<file path="src/rtl/cache_port_arbiter.sv">
// ---------------------------------------------------------------------------
// cache_port_arbiter
//
// Shares the single CPU-side port of the cache between two requesters (m0,
// m1). Requesters hold a level request; the arbiter picks one round-robin,
// turns the request into a one-cycle read or write strobe towards the cache,
// waits for cpu_ready and hands the read data / hit flag back with a
// one-cycle done pulse. A watchdog aborts a transaction if the cache never
// answers, reporting it through a done+err pulse with zeroed data.
//
// Ports:
//   clk, rst                   clock (rising edge), async active-high reset
//   i_mN_valid                 request pending, held until o_mN_done
//   i_mN_write                 1 = write, 0 = read
//   i_mN_addr / i_mN_wdata     request address / write data
//   o_mN_done                  one-cycle completion pulse
//   o_mN_rdata / o_mN_hit      cache read data / hit, valid with done
//   o_mN_err                   one-cycle timeout flag, coincident with done
//   o_cpu_addr / o_cpu_wdata   address / write data towards the cache
//   o_cpu_read / o_cpu_write   one-cycle access strobes
//   i_cpu_rdata / i_cpu_hit    cache response, valid with i_cpu_ready
//   i_cpu_ready                cache completion pulse
//   o_busy                     high whenever a transaction is in progress
//   o_grant_id                 requester currently owning the port
// ---------------------------------------------------------------------------
module cache_port_arbiter #(
   parameter int ADDR_WIDTH     = 16,
   parameter int DATA_WIDTH     = 32,
   parameter int TIMEOUT_CYCLES = 64
) (
   input  logic                  clk,
   input  logic                  rst,

   input  logic                  i_m0_valid,
   input  logic                  i_m0_write,
   input  logic [ADDR_WIDTH-1:0] i_m0_addr,
   input  logic [DATA_WIDTH-1:0] i_m0_wdata,
   output logic                  o_m0_done,
   output logic [DATA_WIDTH-1:0] o_m0_rdata,
   output logic                  o_m0_hit,
   output logic                  o_m0_err,

   input  logic                  i_m1_valid,
   input  logic                  i_m1_write,
   input  logic [ADDR_WIDTH-1:0] i_m1_addr,
   input  logic [DATA_WIDTH-1:0] i_m1_wdata,
   output logic                  o_m1_done,
   output logic [DATA_WIDTH-1:0] o_m1_rdata,
   output logic                  o_m1_hit,
   output logic                  o_m1_err,

   output logic [ADDR_WIDTH-1:0] o_cpu_addr,
   output logic [DATA_WIDTH-1:0] o_cpu_wdata,
   output logic                  o_cpu_read,
   output logic                  o_cpu_write,
   input  logic [DATA_WIDTH-1:0] i_cpu_rdata,
   input  logic                  i_cpu_ready,
   input  logic                  i_cpu_hit,

   output logic                  o_busy,
   output logic                  o_grant_id
);

   localparam int CNT_W = $clog2(TIMEOUT_CYCLES);
   localparam logic [CNT_W-1:0] CNT_LAST = CNT_W'(TIMEOUT_CYCLES - 1);

   typedef enum logic [1:0] {
      ARB   = 2'd0,
      ISSUE = 2'd1,
      WAIT  = 2'd2
   } state_t;

   state_t                r_state;
   state_t                w_nextState;

   logic                  r_lastGrant;
   logic                  r_grantId;
   logic [CNT_W-1:0]      r_count;

   logic [ADDR_WIDTH-1:0] r_cpuAddr;
   logic [DATA_WIDTH-1:0] r_cpuWdata;
   logic                  r_cpuRead;
   logic                  r_cpuWrite;

   logic                  r_m0Done;
   logic [DATA_WIDTH-1:0] r_m0Rdata;
   logic                  r_m0Hit;
   logic                  r_m0Err;
   logic                  r_m1Done;
   logic [DATA_WIDTH-1:0] r_m1Rdata;
   logic                  r_m1Hit;
   logic                  r_m1Err;

   logic                  w_elig0;
   logic                  w_elig1;
   logic                  w_anyElig;
   logic                  w_winner;
   logic                  w_selWrite;
   logic [ADDR_WIDTH-1:0] w_selAddr;
   logic [DATA_WIDTH-1:0] w_selWdata;
   logic                  w_expire;

   // A requester whose done pulse is showing this cycle has not yet had the
   // chance to drop valid, so it is hidden from arbitration for that cycle.
   // On a tie the requester that was not served last wins.
   assign w_elig0    = i_m0_valid & ~r_m0Done;
   assign w_elig1    = i_m1_valid & ~r_m1Done;
   assign w_anyElig  = w_elig0 | w_elig1;
   assign w_winner   = (w_elig0 & w_elig1) ? ~r_lastGrant : w_elig1;
   assign w_selWrite = w_winner ? i_m1_write : i_m0_write;
   assign w_selAddr  = w_winner ? i_m1_addr  : i_m0_addr;
   assign w_selWdata = w_winner ? i_m1_wdata : i_m0_wdata;

   // The counter holds the number of WAIT cycles already spent, so the abort
   // fires on the TIMEOUT_CYCLES-th WAIT cycle without cpu_ready.
   assign w_expire   = (r_count == CNT_LAST);

   // State register.
   always_ff @(posedge clk or posedge rst) begin
      if (rst) begin
         r_state <= ARB;
      end else begin
         r_state <= w_nextState;
      end
   end

   // Next-state logic: ISSUE always lasts one cycle; WAIT leaves on either a
   // cache response or the watchdog expiring.
   always_comb begin
      w_nextState = r_state;
      case (r_state)
         ARB: begin
            if (w_anyElig) begin
               w_nextState = ISSUE;
            end
         end
         ISSUE: begin
            w_nextState = WAIT;
         end
         WAIT: begin
            if (i_cpu_ready || w_expire) begin
               w_nextState = ARB;
            end
         end
         default: begin
            w_nextState = ARB;
         end
      endcase
   end

   // Registered datapath. The cache strobes are loaded on the grant edge so
   // they are visible exactly during ISSUE; address/data stay on the port for
   // the whole transaction. Done/err are pulses and default low every cycle,
   // while rdata/hit keep their last value.
   always_ff @(posedge clk or posedge rst) begin
      if (rst) begin
         r_lastGrant <= 1'b1;
         r_grantId   <= 1'b0;
         r_count     <= '0;
         r_cpuAddr   <= '0;
         r_cpuWdata  <= '0;
         r_cpuRead   <= 1'b0;
         r_cpuWrite  <= 1'b0;
         r_m0Done    <= 1'b0;
         r_m0Rdata   <= '0;
         r_m0Hit     <= 1'b0;
         r_m0Err     <= 1'b0;
         r_m1Done    <= 1'b0;
         r_m1Rdata   <= '0;
         r_m1Hit     <= 1'b0;
         r_m1Err     <= 1'b0;
      end else begin
         r_cpuRead  <= 1'b0;
         r_cpuWrite <= 1'b0;
         r_m0Done   <= 1'b0;
         r_m0Err    <= 1'b0;
         r_m1Done   <= 1'b0;
         r_m1Err    <= 1'b0;
         case (r_state)
            ARB: begin
               if (w_anyElig) begin
                  r_grantId  <= w_winner;
                  r_cpuAddr  <= w_selAddr;
                  r_cpuWdata <= w_selWdata;
                  r_cpuRead  <= ~w_selWrite;
                  r_cpuWrite <= w_selWrite;
               end
            end
            ISSUE: begin
               r_count <= '0;
            end
            WAIT: begin
               if (i_cpu_ready) begin
                  r_lastGrant <= r_grantId;
                  if (r_grantId) begin
                     r_m1Done  <= 1'b1;
                     r_m1Rdata <= i_cpu_rdata;
                     r_m1Hit   <= i_cpu_hit;
                  end else begin
                     r_m0Done  <= 1'b1;
                     r_m0Rdata <= i_cpu_rdata;
                     r_m0Hit   <= i_cpu_hit;
                  end
               end else if (w_expire) begin
                  r_lastGrant <= r_grantId;
                  if (r_grantId) begin
                     r_m1Done  <= 1'b1;
                     r_m1Err   <= 1'b1;
                     r_m1Rdata <= '0;
                     r_m1Hit   <= 1'b0;
                  end else begin
                     r_m0Done  <= 1'b1;
                     r_m0Err   <= 1'b1;
                     r_m0Rdata <= '0;
                     r_m0Hit   <= 1'b0;
                  end
               end else begin
                  r_count <= r_count + CNT_W'(1);
               end
            end
            default: begin
               r_count <= '0;
            end
         endcase
      end
   end

   assign o_cpu_addr  = r_cpuAddr;
   assign o_cpu_wdata = r_cpuWdata;
   assign o_cpu_read  = r_cpuRead;
   assign o_cpu_write = r_cpuWrite;
   assign o_m0_done   = r_m0Done;
   assign o_m0_rdata  = r_m0Rdata;
   assign o_m0_hit    = r_m0Hit;
   assign o_m0_err    = r_m0Err;
   assign o_m1_done   = r_m1Done;
   assign o_m1_rdata  = r_m1Rdata;
   assign o_m1_hit    = r_m1Hit;
   assign o_m1_err    = r_m1Err;
   assign o_grant_id  = r_grantId;
   assign o_busy      = (r_state != ARB);

endmodule

</file>
<file path="config.mk">
export PLATFORM = sky130hd
export DESIGN_NAME = cache_port_arbiter
export DESIGN_NICKNAME = d
export VERILOG_FILES = /design/src/rtl/cache_port_arbiter.sv
export SDC_FILE = /design/constraint.sdc
export NUM_CORES = 1
export LEC_CHECK = 0
export ABC_AREA = 1
export CAP_MARGIN = 0
export CORE_AREA = 5 5 124 126
export CTS_BUF_LIST = sky130_fd_sc_hd__clkbuf_16
export DETAILED_ROUTE_END_ITERATION = 10
export DIE_AREA = 0 0 129 131
export PLACE_DENSITY = 0.92
export SYNTH_ARGS = -nofsm -noshare
export SYNTH_HDL_FRONTEND = slang
export SYNTH_SLANG_ARGS = --single-unit
</file>
<file path="constraint.sdc">
create_clock -name clk -period 6.6 [get_ports clk]
set_clock_uncertainty 0.2 [all_clocks]
set_input_delay 1.65 -clock clk [delete_from_list [all_inputs] [get_ports clk]]
set_output_delay 1.65 -clock clk [all_outputs]
set_load 0.005 [all_outputs]
</file>
==> results.py <==
metrics = {
    "run_status": {
        "status": "completed",
    },
    "critical_path": {
        "cp_max_fo": 4,
        "end_kind": "output port",
        "path_class": "reg -> out",
        "required_ns": 4.75,
        "worst_ep_arrival_time_ns": 1.46,
        "startpoint_type": "flop",
    },
    "global_routing": {
        "globalRoute.totalOverflow": 0,
        "grt_pass1_vias": 5698,
        "grtUsageTotal_pct": 21.4,
        "grt_first_pass_wirelength_mm": 28.4,
        "antenna_found_initial": 0,
        "grt_max_degree": 100,
    },
    "clocking": {
        "clkLatencyLatePin_ns": 0.40,
        "h-tree-depth": 4,
        "post-cts-setup-buffers": 0,
        "cts_buffers": 17,
        "cts_num_sinks": 130,
        "cts_tree": "yes",
        "clk_pin_slew_ns": 0.05,
        "cts_resized": 0,
        "max-clock-path-buffers": 2,
        "postCtsHoldBufs": 0,
        "root_buffer": "clkbuf_16",
    },
    "min_path": {
        "hp-class": "reg -> reg",
    },
    "sta": {
        "rsz0062_at_grt": "no",
        "hold_viol_final": 0,
        "final.period_utilization_pct": 50.2,
        "setup_viol": 0,
        "worst_pin_slew_ns": 0.951,
        "maxSlewHeadroom_pct": 36.6,
        "timing.hold.ws_ns": 0.268,
        "period_needed_ns": 3.31,
        "setup_ws_ns": 3.29,
        "finalSetupTns_ns": 0,
        "max_freq_mhz": 302,
        "finalMaxSlewViolations": 0,
    },
    "logic_synthesis": {
        "synth-seq-area-share_pct": 54.6,
        "yosysUniqueCellTypes": 26,
        "synth_top_area_share_pct": 54.2,
        "syn_inst": 741,
        "yosys_warnings": 0,
        "netlist_area_mm2": 0.00596,
        "synth_top_area_cell": "dfrtp_1",
        "synthesis.nets": 878,
        "synth_area_leaders": "dfrtp_1, nand2_1, nand4_1",
        "avgSynthCellArea_um2": 8.04,
        "ys_ff_latch": 130,
    },
    "placed_design": {
        "gp_congestion": 0.878,
        "port_buffers": 257,
        "hpwl_mm": 13.0,
        "pre_cts_ws_ns": 2.90,
    },
    "cells_and_area": {
        "final_nets": 1112,
        "syn_to_final_growth_pct": 52.7,
        "antenna_cells": 0,
        "layout_commonest_cell": "nand2_1",
        "drive_above_1_share_pct": 4.45,
        "final_cell_mix": "nand2_1, clkdlybuf4s50_1, dfrtp_1",
    },
    "drt": {
        "dr.pass1.iters": 5,
        "wl_mm": 18.3,
        "viasPerCell": 5.01,
        "via_count": 5872,
        "post_drt_wl_per_cell_um": 15.6,
        "drt_iter0_drc": 373,
        "postRouteAntennaNets": 0,
        "drc": 0,
    },
    "floorplan": {
        "fp.dieH_um": 131,
        "die_x_um": 129,
        "die-area_mm2": 0.0169,
        "initial_core_util_pct": 42.0,
        "pin_count": 258,
        "coreArea_mm2": 0.0142,
        "num_rows": 44,
    },
    "pwr": {
        "vdd_drop_max_uv": 231,
        "power_density_mw_per_mm2": 437,
        "leakage_nw": 4.42,
    },
    "job": {
        "cap_violations": 0,
    },
}
[routing by layer]
metal	vias to the layer above	track usage (%)	wire length (um)
met1	2755	25.0	6790
met3	19	8.29	2120
met5	-	0	0
met4	0	7.78	298
met2	284	36.1	9060
li1	2814	-	-
[logic make-up after synthesis]
kind of cell,count (synthesis),synth area share (%)
compound gates,54,4.83
xor+xnor,2,0.294
fa+ha+maj,1,0.210
buf+inv,112,8.52
flops,130,54.6
simple gates,442,31.5
[synth_stat cells]
| cell | n |
|---|---|
| ha_1 | 1 |
| a21oi_2 | 1 |
| xnor2_1 | 2 |
| buf_4 | 6 |
| clkbuf_1 | 16 |
| nand2_2 | 3 |
| inv_1 | 61 |
| nor2_1 | 54 |
| o21ai_1 | 39 |
| nand3_4 | 2 |
| nand3_1 | 5 |
| and2_1 | 1 |
| nand2_1 | 307 |
| nor4_1 | 2 |
| dfstp_2 | 1 |
| nand4_1 | 66 |
| dfrtp_1 | 129 |
| inv_2 | 2 |
| nor3_1 | 1 |
| buf_2 | 16 |
| buf_6 | 6 |
| buf_1 | 4 |
| clkinv_1 | 1 |
| o21ai_0 | 13 |
| nand3_2 | 1 |
| o21bai_4 | 1 |
[final cells by class]
type | count | area [um2]
sequential | 130 | 3250
inverter | 64 | 245
clock inverter | 15 | 126
clock buffer | 17 | 425
fill | 1160 | 5100
tap | 184 | 230
multi-input combinational | 499 | 2210
timing repair buffer | 263 | 2610
[where the power goes]
group / switching, mW / internal (mW)
clock: 0.331 / 0.544
sequential: 0.224 / 1.17
combinational: 0.813 / 0.899
[worst paths after layout]
path | from | end | slack [ns] | cells after the start
setup reg to reg | r_state[0] | o_m1_rdata[22] | 4.32 | 7
max in group asynchronous | rst | o_m0_rdata[26] | 3.51 | 3
hold reg to reg | o_m1_rdata[26] | o_m1_rdata[26] | 0.27 | 2
setup / recovery | r_state[1] | o_busy | 3.29 | 3
min in group asynchronous | rst | o_m1_rdata[3] | 1.53 | 2
hold / removal | o_m1_rdata[26] | o_m1_rdata[26] | 0.27 | 2
[worst max-delay path, stage by stage (launching register included)]
cell and delay (ns):
dfrtp_1 0.35, inv_1 0.06, nand2_2 0.13, clkdlybuf4s50_1 0.52
[sequential cells by signal, indices dropped and copies added (netlist names), 2 cells and up]
name	flops
o_cpu_addr	16
o_cpu_wdata	32
o_m0_rdata	32
o_m1_rdata	32
r_count	6
r_state	2
[stage by stage]
stage,power (mW),utilization [%],area (um2),std cells
after floorplan,2.12,-,5960,741
after global placement,3.06,60.2,8550,1140
after detailed placement,3.13,60.2,8550,1140
after CTS,4.03,64.1,9100,1172
after global routing,4.26,64.1,9100,1172
final,3.98,64.1,9100,1172
No activity file was read; power rests on OpenSTA's default activity.
==> RTL change 1: new RTL, config.mk and constraints unchanged <==
Register the output `o_m1_err` once more, without a reset; this adds one clock of latency there. The other outputs are not delayed to match.
--- a/src/rtl/cache_port_arbiter.sv
+++ b/src/rtl/cache_port_arbiter.sv
@@ -238,3 +238,5 @@
    assign o_m1_hit    = r_m1Hit;
-   assign o_m1_err    = r_m1Err;
+   always_ff @(posedge clk) begin
+      o_m1_err <= r_m1Err;
+   end
    assign o_grant_id  = r_grantId;
Function: same outputs for any inputs over 4 cycles, from zero or initial values and one cycle with rst high; that may be too few to reach the edited logic, so the function may still have changed.
==> RTL change 1 against the unedited design <==
- count of clock-buffer cells in the layout unchanged
- sequential share of layout area decreased by 0.22 points
- wire length increased by 3.3%
- synthesized area increased by 0.34%
- worst setup slack got worse by 340 ps
- synthesized cell count increased by 0.13%
- total power increased by 4.5%
- hold slack got worse by 130 ps
- fmax decreased by 9.3%
- critical path depth increased by 3
- sequential cell count increased by 1
- final area increased by 1.3%
- global-route usage increased by 0.38 points
- critical endpoint is now o_cpu_addr[13]
- highest routed layer unchanged
==> RTL change 1: results (changes against the unedited design) <==
[status]
outcome=complete, no violations

[logic_synthesis]
synthAdderAreaFrac_pct=0.209  ; -0.00070 points
syn_nets=879  ; +0.11%
synth_xor_area_share_pct=0.293  ; -0.00098 points
syn_inst=742  ; +0.13%
synth_compound_area_share_pct=4.81  ; -0.016 points

[finish]
drive_gt1_share_pct=4.95  ; +0.50 points
layout.nets=1114  ; +0.18%

[power_and_ir_drop]
ir_drop_mv=0.209  ; -9.4%
intPower_mw=2.74  ; +4.9%
p_leak_nw=4.47  ; +1.0%

[placed_design]
gp_routability_congestion=0.826  ; -6.0%
hpwl_microns=13100  ; +0.82%
placed_cell_area_sq_mm=0.00858  ; +0.32%

[routing]
viasPerCell=5.06  ; +0.97%
dr.pass1.iters=4  ; -1
drt-total-wl_microns=18900  ; +3.3%
dr.first_iter.drc_count=485  ; +30%

[global_routing]
grt_pass1_vias=5870  ; +3.0%
antenna_found_initial=0  ; unchanged
grt_max_degree=76  ; -24%
grt_pass1_wl_microns=28900  ; +1.5%

[worst_setup_path]
crit_path_top_delay_cell=a21oi_4
r2r_end=o_cpu_addr[13]
worstPathMaxFanout=51  ; +47
crit_start=i_m0_valid
r2r_slack_ps=4230  ; -90 ps
crit_arrival_ps=3730  ; +2270 ps
r2r_cells=6  ; -1

[hold_path]
whs_endpoint=o_m1_err
whs_path_depth=0  ; -2
min_from=r_m1Err

==> RTL change 1: layer usage <==
layer | vias to the layer above | track usage (%) | routed length [microns]
li1 | 2819 | - | -
met1 | 2766 | 24.3 | 7060
met2 | 312 | 36.6 | 9050
met3 | 42 | 9.59 | 2200
met4 | 0 | 9.20 | 558
met5 | - | 0 | 0
==> RTL change 1: layout make-up <==
type                            instances  area [sq um]
Clock buffer                           17           425
Inverter                               64           245
Sequential cell                       131          3270
Fill cell                            1117          4980
Multi-Input combinational cell        499          2210
Clock inverter                         15           213
Tap cell                              184           230
Timing Repair Buffer                  264          2620
==> RTL change 1: through the flow <==
step	utilization, %	total power [mW]	hold WS, ps	setup slack (ps)
2_1_floorplan	-	2.13	124	1280
3_3_place_gp	60.4	3.08	128	2480
3_5_place_dp	60.4	3.15	129	2510
4_1_cts	64.9	4.19	141	2930
5_1_grt	64.9	4.42	156	2810
6_report	64.9	4.16	137	2950
==> RTL change 2: new RTL, same flow settings <==
Without the edit above. Change the parameter `TIMEOUT_CYCLES` from 64 to 32.
--- a/src/rtl/cache_port_arbiter.sv
+++ b/src/rtl/cache_port_arbiter.sv
@@ -28,3 +28,3 @@
    parameter int DATA_WIDTH     = 32,
-   parameter int TIMEOUT_CYCLES = 64
+   parameter int TIMEOUT_CYCLES = 32
 ) (
Function: no difference found for any inputs over 4 cycles, from zero or initial values and one cycle with rst high; that may be too few to reach the edited logic, so the function may still have changed.
==> RTL change 2 against the unedited design <==
- non-clock buffer count unchanged
- cell count is 4.1% lower
- final area shrank 0.19%
- total power fell by 7.2%
- highest routed layer unchanged
- worst setup slack got worse by 590 ps
- via count decreased by 5.0%
- synthesized cell count fell by 7.2%
- register-to-register slack got worse by 610 ps
- wire length down 2.8%
- synthesized area fell by 1.9%
- sequential cell count down 1
==> RTL change 2: results (changes against the unedited design) <==
[routing]
viasPerCell=4.96  ; -0.95%
met3_length_microns=1860  ; -12%
dr.first_iter.drc_count=340  ; -8.8%
wl_met2_microns=8770  ; -3.2%
met1_length_microns=6800  ; +0.15%
dr.pass1.iters=4  ; -1
drt-total-wl_microns=17800  ; -2.8%

[finish]
fill_cells=1145  ; -1.3%
buffer_area_share_pct=28.8  ; +0.11 points
drive_gt1_share_pct=6.17  ; +1.7 points
sh_seq_area_pct=35.5  ; -0.21 points
multiInputGateArea_sq_mm=0.00215  ; -2.9%
buffers=263  ; unchanged
layout.nets=1065  ; -4.2%
final-clk-cell-share_pct=6.99  ; +0.93 points
multi_input_gates=456  ; -8.6%

[global_routing]
grt_pass1_vias=5496  ; -3.5%
grt_max_degree=91  ; -9.0%
gr-usage-all-layers_pct=21.3  ; -0.11 points
grtUsageMet2_pct=37.3  ; +1.2 points
grt_pass1_wl_microns=28000  ; -1.6%
gr-usage-met1_pct=24.0  ; -0.98 points
grt_use_met3_pct=8.33  ; +0.041 points
antenna_found_initial=0  ; unchanged

[worst_setup_path]
r2r-start=r_count[0]
critPathTopFamily=simple AND/OR/NAND/NOR gates
crit_arrival_ps=3990  ; +2530 ps
crit_start=i_m0_valid
slowest_delay_ps=750  ; +230 ps
crit_path_top_delay_cell=nand3_2
r2r_cells=8  ; +1
r2r_end=o_m0_rdata[20]
worstPathMaxFanout=50  ; +46
r2r_slack_ps=3710  ; -610 ps
endpoint=o_cpu_addr[14]

[power_and_ir_drop]
p_seq_mw=1.28  ; -8%
p_clk_mw=0.994  ; +14%
swShare_pct=32.5  ; -1.8 points
power.density_mw_per_mm2=407  ; -7.0%
total_power_mw=3.70  ; -7.2%
ir_drop_mv=0.161  ; -30%
p_leak_nw=4.28  ; -3.1%

[logic_synthesis]
ys_warn_count=0  ; unchanged
syn_nets=826  ; -5.9%
synth_top_cells_by_area=dfrtp_1, nand2_1, nand3b_1
ys_seq_area_share_pct=55.2  ; +0.61 points
synthArstFlopShare_pct=100  ; unchanged
synth_common_cells=nand2_1, dfrtp_1, inv_1, nand3_1, nand3b_1

[placed_design]
hpwl_microns=12600  ; -3.0%
gp_routability_congestion=0.819  ; -6.8%
placed_cell_area_sq_mm=0.00845  ; -1.2%

[clocking]
clock-sinks=129  ; -0.77%
clockBufferDepth=2  ; unchanged

[sta]
slew_headroom_pct=18.4  ; -18 points

[hold_path]
min_from=o_cpu_wdata[1]
whs_endpoint=o_cpu_wdata[1]
whs_path_depth=2  ; unchanged

[status]
outcome=complete, no violations

-- RTL change 2: cell count changes in the layout (fill, tap and decap cells not counted), sizes merged, moves of 2 or more --
| cell | before | now |
|---|---|---|
| bufinv | 2 | 4 |
| clkinv | 11 | 5 |
| clkinvlp | 1 | 4 |
| inv | 65 | 62 |
| nand2 | 310 | 268 |
| nand3 | 8 | 54 |
| nand3b | 0 | 48 |
| nand4 | 66 | 1 |
| nor2 | 54 | 7 |
| o21ai | 52 | 72 |
-- RTL change 2: cell families after synthesis --
family          after synthesis  share of synthesized area, %
buf+inv                     103                          8.17
flops                       129                          55.2
simple gates                380                          29.2
xor+xnor                      1                         0.150
fa+ha+maj                     2                         0.428
compound gates               73                          6.82
-- RTL change 2: per-stage QoR --
step                      utilization, %  worst slack [ps]  cells  hold WS (ps)
after floorplan                        -              1310    688           244
after global placement              59.5              2320   1092           262
after detailed placement            59.5              2230   1092           264
after CTS                           64.0              2680   1124           280
after global routing                64.0              2390   1124           295
final                               64.0              2700   1124           274
